## src/rtl/inst_fetch_bridge.sv

```systemverilog
`default_nettype none
// ============================================================================
//  Module   : inst_fetch_bridge
//  Purpose  : Bridges the core's 32-bit instruction port to a byte-wide
//             synchronous instruction memory. A miss issues four sequential
//             byte reads and assembles a little-endian word. A one-entry
//             buffer (tag + word) serves repeated PCs without a memory
//             access. stallreq_if holds the pipeline while a fetch is pending.
//  Ports    : clk          - clock, rising edge
//             rst          - asynchronous reset, active low
//             pc_i         - instruction address (byte address)
//             ce_i         - fetch enable
//             invalidate_i - clears the buffer tag at the next edge
//             inst_o       - instruction word, zero when not a serviced hit
//             stallreq_if  - stall request while the instruction is not ready
//             mem_addr     - byte address to instruction memory
//             mem_re       - memory read enable
//             mem_rdata    - read data, valid one cycle after mem_addr/mem_re
//  Revision : 1.0 - initial release
// ============================================================================
module inst_fetch_bridge #(
    parameter int ADDR_WIDTH     = 32,
    parameter int MEM_ADDR_WIDTH = 17
) (
    input  logic                      clk,
    input  logic                      rst,
    input  logic [ADDR_WIDTH-1:0]     pc_i,
    input  logic                      ce_i,
    input  logic                      invalidate_i,
    output logic [31:0]               inst_o,
    output logic                      stallreq_if,
    output logic [MEM_ADDR_WIDTH-1:0] mem_addr,
    output logic                      mem_re,
    input  logic [7:0]                mem_rdata
);

    typedef enum logic [0:0] {
        ST_IDLE = 1'b0,
        ST_BUSY = 1'b1
    } state_t;

    // cnt value of the final BUSY cycle: the fourth byte lands, no new read
    localparam logic [2:0] c_LAST_CNT = 3'd4;

    state_t                  state_q, state_d;
    logic [2:0]              cnt_q, cnt_d;
    logic [ADDR_WIDTH-1:0]   req_pc_q, req_pc_d;
    logic [ADDR_WIDTH-3:0]   tag_q, tag_d;
    logic                    tag_valid_q, tag_valid_d;
    logic [31:0]             word_q, word_d;

    logic                      w_hit;
    logic                      w_idle_hit;
    logic [MEM_ADDR_WIDTH-1:0] w_addr_sum;
    logic                      w_unused_pc_lsbs;

    // Byte offset within the word carries no information for the fetch
    assign w_unused_pc_lsbs = ^pc_i[1:0];

    assign w_hit      = tag_valid_q && (tag_q == pc_i[ADDR_WIDTH-1:2]);
    assign w_idle_hit = (state_q == ST_IDLE) && w_hit;

    // Only the low bits matter, so the sum wraps at the memory size
    assign w_addr_sum = req_pc_q[MEM_ADDR_WIDTH-1:0] + MEM_ADDR_WIDTH'(cnt_q);

    // ------------------------------------------------------------------
    // Outputs
    // ------------------------------------------------------------------
    always_comb begin
        mem_re      = (state_q == ST_BUSY) && (cnt_q < c_LAST_CNT);
        mem_addr    = mem_re ? w_addr_sum : '0;
        stallreq_if = ce_i && !w_idle_hit;
        inst_o      = (w_idle_hit && ce_i) ? word_q : 32'h0;
    end

    // ------------------------------------------------------------------
    // Next-state logic
    // ------------------------------------------------------------------
    always_comb begin
        state_d     = state_q;
        cnt_d       = cnt_q;
        req_pc_d    = req_pc_q;
        tag_d       = tag_q;
        tag_valid_d = tag_valid_q;
        word_d      = word_q;

        case (state_q)
            ST_IDLE: begin
                if (ce_i && !w_hit) begin
                    state_d  = ST_BUSY;
                    cnt_d    = 3'd0;
                    req_pc_d = {pc_i[ADDR_WIDTH-1:2], 2'b00};
                end
            end
            ST_BUSY: begin
                // Data for the read issued at cnt-1 arrives while at cnt
                case (cnt_q)
                    3'd1:    word_d[7:0]   = mem_rdata;
                    3'd2:    word_d[15:8]  = mem_rdata;
                    3'd3:    word_d[23:16] = mem_rdata;
                    3'd4:    word_d[31:24] = mem_rdata;
                    default: word_d        = word_q;
                endcase

                // The fetch always runs to completion, even if pc_i or ce_i
                // change meanwhile; a new PC simply misses afterwards.
                if (cnt_q < c_LAST_CNT) begin
                    cnt_d = cnt_q + 3'd1;
                end else begin
                    state_d     = ST_IDLE;
                    tag_d       = req_pc_q[ADDR_WIDTH-1:2];
                    tag_valid_d = 1'b1;
                end
            end
            default: state_d = ST_IDLE;
        endcase

        // Invalidate overrides a fill completing on the same edge
        if (invalidate_i) begin
            tag_valid_d = 1'b0;
        end
    end

    // ------------------------------------------------------------------
    // State registers
    // ------------------------------------------------------------------
    always_ff @(posedge clk or negedge rst) begin
        if (!rst) begin
            state_q     <= ST_IDLE;
            cnt_q       <= 3'd0;
            req_pc_q    <= '0;
            tag_q       <= '0;
            tag_valid_q <= 1'b0;
            word_q      <= 32'h0;
        end else begin
            state_q     <= state_d;
            cnt_q       <= cnt_d;
            req_pc_q    <= req_pc_d;
            tag_q       <= tag_d;
            tag_valid_q <= tag_valid_d;
            word_q      <= word_d;
        end
    end

endmodule
`default_nettype wire
```

## config.mk

```make
export PLATFORM = sky130hd
export DESIGN_NAME = inst_fetch_bridge
export DESIGN_NICKNAME = d
export VERILOG_FILES = /design/src/rtl/inst_fetch_bridge.sv
export SDC_FILE = /design/constraint.sdc
export NUM_CORES = 1
export LEC_CHECK = 0
export CORE_ASPECT_RATIO = 1.5
export CORE_MARGIN = 3
export CORE_UTILIZATION = 55
export CTS_BUF_LIST = sky130_fd_sc_hd__clkbuf_2
export DETAILED_ROUTE_END_ITERATION = 8
export PLACE_DENSITY = 0.91
export SLEW_MARGIN = 25
export SYNTH_ARGS = -nofsm -noshare
export SYNTH_HDL_FRONTEND = slang
export SYNTH_SLANG_ARGS = --single-unit
```

## constraint.sdc

```tcl
create_clock -name clk -period 3.6 [get_ports clk]
set_input_delay 0.36 -clock clk [delete_from_list [all_inputs] [get_ports clk]]
set_output_delay 0.36 -clock clk [all_outputs]
set_load 0.02 [all_outputs]
```

==> results.cfg, run 1 <==
[outcome]
status = complete, no violations

[sta]
period_minus_slack_ns = 3.42
setup_ws_ns = 0.184
maxSlewViolCount = 0
max_slew_margin = 0.481
final.period_utilization = 0.949
rsz0062_at_grt = false
setup_tns_ns = 0
clock.fmax_mhz = 293
hold_viol_final = 0
setup_viol_count_final = 0
skew_ns = 0.0221
worst_pin_slew_ns = 0.779
whs_ns = 0.364

[clocking]
cts_tree = yes
clk_pin_slew_ns = 0.22
cts_root_buf = clkbuf_2
clk_latency_ns = 0.55
cts_buffer_depth = 2
cts_sinks = 97
cts_max_level = 3
cts_buffers = 9

[final_layout]
fin_cells = 558
antenna_cells = 0
final_nets = 499
final_area_sq_mm = 0.00579
syn_to_final_growth_pct = 24.4
final_core_util = 0.715
drive_gt1_frac = 0.254

[yosys]
yosysSeqAreaShare = 0.521
synth-compound-area-share = 0.0113
synthMuxAreaShare = 0.243
synth_cells = 352
syn_nets = 403
synth_top_family_by_area = multiplexers
avgSynthCellArea_sq_um = 13.2
synth-seq-cells = 97
ys_types = 29
synth_adder_area_share = 0.0188
synth-xor-area-share = 0.0790
netlist_area_sq_mm = 0.00466
synth-simple-area-share = 0.103
yosys_warnings = 0

[critical_path]
cp.required_ns = 3.24
critPathCaptureType = output pin
r2r-end = req_pc_q[8]$_DFFE_PN0P_
r2r_cells = 6
crit_fanout = 32
r2r_slack_ns = 1.21
worst-setup-path-type = reg -> out
critPathLaunchType = flip-flop
arrival_ns = 3.06
r2r-start = tag_q[14]$_DFFE_PN0P_

[detailed_routing]
drc_errors = 0
routed-via-count = 2976
viasPerCell = 5.33
wl_per_cell_um = 16.7
drtIter0Drc = 143
drtAntennaViolNets = 0
wirelength_mm = 9.29
dr.pass1.iters = 4

[floorplan]
fp.dieW_um = 81.1
io_pins = 95
dieArea_sq_mm = 0.00963
fp-row-count = 40
initial_utilization = 0.574
die_y_um = 119
coreArea_sq_mm = 0.00811

[place]
post-place-ws_ns = 0.222
dp.cells = 541
place_area_sq_mm = 0.00567
portBuffers = 92
hpwl_mm = 7.00
gp_congestion = 0.868

[min_path]
holdCritPathClass = in -> reg
holdPathEnd = tag_valid_q$_DFFE_PN0P_
worstHoldStart = invalidate_i
min_path_cells = 2

[global_routing]
grt_pass1_vias = 3162
grt_max_degree = 66
grt_use_total = 0.207
grt_overflow = 0
antenna_found_initial = 0
grt_pass1_wl_mm = 15.2

[power]
finalPower_mw = 4.37
vdd_drop_max_v = 0.000511
power_density_mw_per_mm2 = 754
p_leak_nw = 2.44

[flow_run]
cap_violations = 0
==> cell type report <==
| class | instances | area, sq um |
|---|---|---|
| Clock buffer | 11 | 55.1 |
| Clock inverter | 5 | 46.3 |
| Fill cell | 565 | 2310 |
| Inverter | 4 | 15.0 |
| Multi-Input combinational cell | 239 | 2130 |
| Sequential cell | 97 | 2430 |
| Tap cell | 105 | 131 |
| Timing Repair Buffer | 97 | 983 |
==> how the worst max path moves through the flow <==
stage / start / endpoint / slack, ns / depth (start not counted)
6_report: tag_q[14]$_DFFE_PN0P_ / inst_o[20] / 0.18 / 7
5_1_grt: tag_q[19]$_DFFE_PN0P_ / inst_o[16] / 0.01 / 7
3_3_place_gp: pc_i[29] / inst_o[31] / 0.26 / 8
4_1_cts: tag_q[27]$_DFFE_PN0P_ / inst_o[16] / 0.05 / 7
3_5_place_dp: pc_i[29] / inst_o[16] / 0.22 / 8
2_1_floorplan: pc_i[23] / inst_o[10] / 1.31 / 6
==> synthesized netlist by cell type <==
master / n / area share
nor2_1: 17 / 0.014
o21ba_1: 1 / 0.0021
xor2_1: 24 / 0.045
or3_1: 1 / 0.0013
nor3_1: 3 / 0.0032
nand2_1: 13 / 0.010
and3_1: 2 / 0.0027
ha_1: 7 / 0.019
mux2_4: 26 / 0.084
a21oi_1: 2 / 0.0021
buf_12: 2 / 0.0086
mux2_2: 66 / 0.16
and2_1: 34 / 0.046
nand2b_1: 1 / 0.0013
buf_6: 2 / 0.0048
clkinv_1: 1 / 0.00081
nor4_1: 4 / 0.0054
o31a_1: 1 / 0.0019
o21ai_0: 2 / 0.0021
or2_2: 1 / 0.0013
nand3_1: 7 / 0.0075
o31ai_1: 1 / 0.0016
clkbuf_1: 8 / 0.0064
inv_1: 3 / 0.0024
dfrtp_1: 97 / 0.52
xnor2_1: 18 / 0.034
o22ai_1: 1 / 0.0013
or4_4: 1 / 0.0024
nand4_1: 6 / 0.0081
==> worst max-delay path: stages, from the launching register on <==
cell and delay, ns:
dfrtp_1 0.43, xnor2_1 0.16, nand3_1 0.14, or4_4 0.58, nor3_2 0.26, buf_12 0.19
and2_1 0.15, clkdlybuf4s50_1 0.60
==> registers in the layout, summed over array words and instances, names as in the netlist <==
register     cells
req_pc_q        30
word_q          32
tag_q           30
state_q          1
tag_valid_q      1
cnt_q            3
==> cell families (layout without fill, tap and decap cells) <==
family                   Yosys count  in the layout
multiplexers                      92             92
flip-flops                        97             97
XOR/XNOR                          42             42
buffers and inverters             16            117
AO/OA/AOI/OAI                      8              8
AND/OR/NAND/NOR                   90             90
adder cells (fa/ha/maj)            7              7
==> cell usage in the layout, fill, tap and decap left out, drive strengths merged, types with 4 or more instances in the layout <==
cell           instances
clkinv                 5
clkbuf                11
dfrtp                 97
nand3                  7
nor2                  17
clkdlybuf4s50         91
nand4                  6
nor4                   4
nand2                 13
xor2                  24
ha                     7
and2                  34
buf                    5
mux2                  92
xnor2                 18
==> power by group <==
group | internal (mW) | switching (mW) | leakage, nW
clock | 0.159 | 0.333 | 0.0684
sequential | 1.64 | 0.402 | 1.14
combinational | 1.07 | 0.757 | 1.23
==> what timing repair did <==
action	CTS	global route
hold buffers	1	0
endpoints found under the hold margin	64	0
gates resized for setup	0	1
setup endpoints to repair	0	32
setup buffers	0	0
==> routing by layer <==
layer	up-vias	GRT usage	wire (um)
met1	1463	0.240	3620
met5	-	0	0
met3	25	0.0290	366
met2	88	0.354	4990
met4	0	0.121	316
li1	1400	-	-
No activity file was read; power rests on OpenSTA's default activity.
==> run 2: changes to the inputs <==
Settings changed: CTS_CLUSTER_SIZE set to 28.
==> results of run 2 <==
No change in the layout: final DEF, timing and power equal those of run 1.
==> run 3: changes to the inputs <==
Settings changed: ABC_AREA set to 1, CORE_MARGIN 3 to 4, PLACE_DENSITY 0.91 to 0.9.
==> run 3 against run 2 <==
Compared with the run above:
- sequential power shrank 3%
- routed wire length rose by 42%
- cell count rose by 58%
- die area increased by 11%
- setup slack improved by 0.052 ns
- first-iteration DRC count grew 71%
- sequential cell count unchanged
- clock power is 23% higher
- core utilization decreased by 1.6 points
- critical path type unchanged
- critical endpoint is now mem_addr[16]
- largest cell class unchanged
- largest power group unchanged
==> results.cfg, run 3 <==
[outcome]
status = complete, no violations

[critical_path]
cp.required_ns = 3.24
crit_chain = ha_1 -> ha_1 -> nand3_1 -> nor2_1 -> nand2_1 -> nor3_2 -> nand3_1 -> a21oi_1 -> clkdlybuf4s50_1
r2r-end = req_pc_q[5]$_DFFE_PN0P_
arrival_ns = 3.00
critPathCaptureType = output pin
r2r_cells = 8
r2r_slack_ns = 1.44
crit_fanout = 5
r2r-start = tag_q[18]$_DFFE_PN0P_
critPathLaunchType = flip-flop
crit_path_max_incr_delay_ns = 0.63
crit_slowest_cell = clkdlybuf4s50_1
worst-setup-path-type = reg -> out

[final_layout]
multi_input_area_sq_mm = 0.00202
antenna_cells = 0
seqCellArea_sq_mm = 0.00243
top_register = word_q
fin_cells = 881
layout_commonest_cell = nand2_1
final_cell_mix = nand2_1 (191), inv_1 (111), dfrtp_1 (97)
final_nets = 817
largest_reg_flops = 32
drive_gt1_frac = 0.0545
final_core_util = 0.699
fill_cells = 684
syn_to_final_growth_pct = 23.5
reg.largest.list = word_q (32), req_pc_q (30), tag_q (30)

[power]
vdd_drop_max_v = 0.000483
p_leak_nw = 3.16
power_density_mw_per_mm2 = 734

[floorplan]
die_y_um = 125
fp.dieW_um = 85.8
fp-row-count = 42
io_pins = 95
coreArea_sq_mm = 0.00883
dieArea_sq_mm = 0.0107
initial_utilization = 0.566

[clocking]
clk_latency_ns = 0.60
cts_max_level = 3
cts_root_buf = clkbuf_2
cts_sinks = 97
cts_buffer_depth = 2
clk_pin_slew_ns = 0.27
cts_tree = yes
cts_buffers = 9

[sta]
hold_viol_final = 0
max_slew_margin = 0.346
clock.fmax_mhz = 297
worst_pin_slew_ns = 0.978
setup_viol_count_final = 0
maxSlewViolCount = 0
setup_tns_ns = 0
final.period_utilization = 0.935
rsz0062_at_grt = false
skew_ns = 0.0423
period_minus_slack_ns = 3.36

[yosys]
async_flop_share = 1.00
yosysSeqAreaShare = 0.486
synth-seq-cells = 97
syn_nets = 725
avgSynthCellArea_sq_um = 7.41
yosys_warnings = 0
synth_edf_count = 0
synth_top_area_frac = 0.486
ys_types = 24
synthTopCellsByCount = nand2_1 (191), inv_1 (111), dfrtp_1 (97)
synth.most_common_cell = nand2_1
synth-main-ff-cell = dfrtp_1
netlist_area_sq_mm = 0.00499
synth_top_area_cell = dfrtp_1
synth_cells = 674
synth_area_leaders = dfrtp_1 (49%), nand2_1 (14%), inv_1 (8.3%)

[detailed_routing]
drc_errors = 0
viasPerCell = 5.30
wl_per_cell_um = 15.0
drtIter0Drc = 245
drtAntennaViolNets = 0
wirelength_mm = 13.2
dr.pass1.iters = 5
routed-via-count = 4673

[place]
hpwl_mm = 9.86
portBuffers = 92
dp.cells = 862
gp_congestion = 0.893

[global_routing]
grt_use_total = 0.259
antenna_found_initial = 0
grt_pass1_vias = 4826
grt_max_degree = 83
grt_pass1_wl_mm = 22.0
grt_overflow = 0

[min_path]
min_path_cells = 2
holdCritPathClass = in -> reg
holdPathEnd = tag_valid_q$_DFFE_PN0P_
worstHoldStart = invalidate_i

[flow_run]
cap_violations = 0
-- run 3: cell types whose count changed after synthesis, sizes merged, moves of 24 or more --
cell   previous run  this run
o21ai             2        83
xor2             24         0
nand2            13       193
and2             34         0
nor2             17        84
mux2             92         5
inv               3       117
-- run 3: area by class of cell --
type,count,share of cell area
clock buffer,9,0.00730
clock inverter,7,0.0150
inverter,119,0.0724
multi-input combinational,437,0.327
sequential,97,0.394
tap,110,0.0223
timing repair buffer,102,0.162
-- run 3: worst max path at each step --
stage	start	slack [ns]	depth (start not counted)	endpoint
3_3_place_gp	pc_i[20]	0.57	10	inst_o[18]
3_5_place_dp	pc_i[20]	0.53	10	inst_o[10]
4_1_cts	cnt_q[2]$_DFFE_PN0P_	0.09	9	mem_addr[16]
5_1_grt	cnt_q[2]$_DFFE_PN0P_	0.0005	10	mem_addr[16]
6_report	cnt_q[2]$_DFFE_PN0P_	0.24	9	mem_addr[16]
2_1_floorplan	cnt_q[2]$_DFFE_PN0P_	1.58	7	mem_addr[15]
-- run 3: worst max-delay path: cells and delay by family, from the launching register on --
kind            cells  cell delay, ns
simple gates        5            0.71
buf+inv             1            0.63
flops               1            0.47
fa+ha+maj           2            0.43
compound gates      1            0.17
-- run 3: repair_timing --
item | 4_1_cts | 5_1_grt
setup buffers | 0 | 2
hold buffers | 1 | 0
endpoints found under the hold margin | 81 | 0
endpoints found under the setup margin | 0 | 2
gates resized for setup | 0 | 1
-- run 3: metrics by stage --
stage	hold WS (ns)	total power [mW]	instance area, sq um	setup slack [ns]
after global placement	0.451	3.74	6000	0.566
after floorplan	0.0644	3.22	4990	1.58
after detailed placement	0.472	3.89	6000	0.528
final	0.272	4.52	6170	0.235
after global routing	0.255	4.90	6170	0.000482
after CTS	0.240	4.50	6140	0.0853
-- run 3: cells by family after synthesis --
| group | share of synthesized area |
|---|---|
| AO/OA/AOI/OAI | 0.112 |
| XOR/XNOR | 0.0175 |
| adder cells (fa/ha/maj) | 0.0175 |
| buffers and inverters | 0.111 |
| flip-flops | 0.486 |
| multiplexers | 0.0113 |
| AND/OR/NAND/NOR | 0.245 |
-- run 3: per-layer routing --
layer | up-vias | part of all wire | GRT usage
met2 | 180 | 0.52 | 0.453
met5 | - | 0 | 0
met4 | 0 | 0.050 | 0.156
met1 | 2209 | 0.38 | 0.292
li1 | 2239 | - | -
met3 | 45 | 0.056 | 0.0371
-- run 3: report_power, final --
part | switching (mW) | total (mW) | internal, mW
logic | 1.19 | 1.93 | 0.740
clock network | 0.376 | 0.604 | 0.228
registers | 0.379 | 1.99 | 1.61
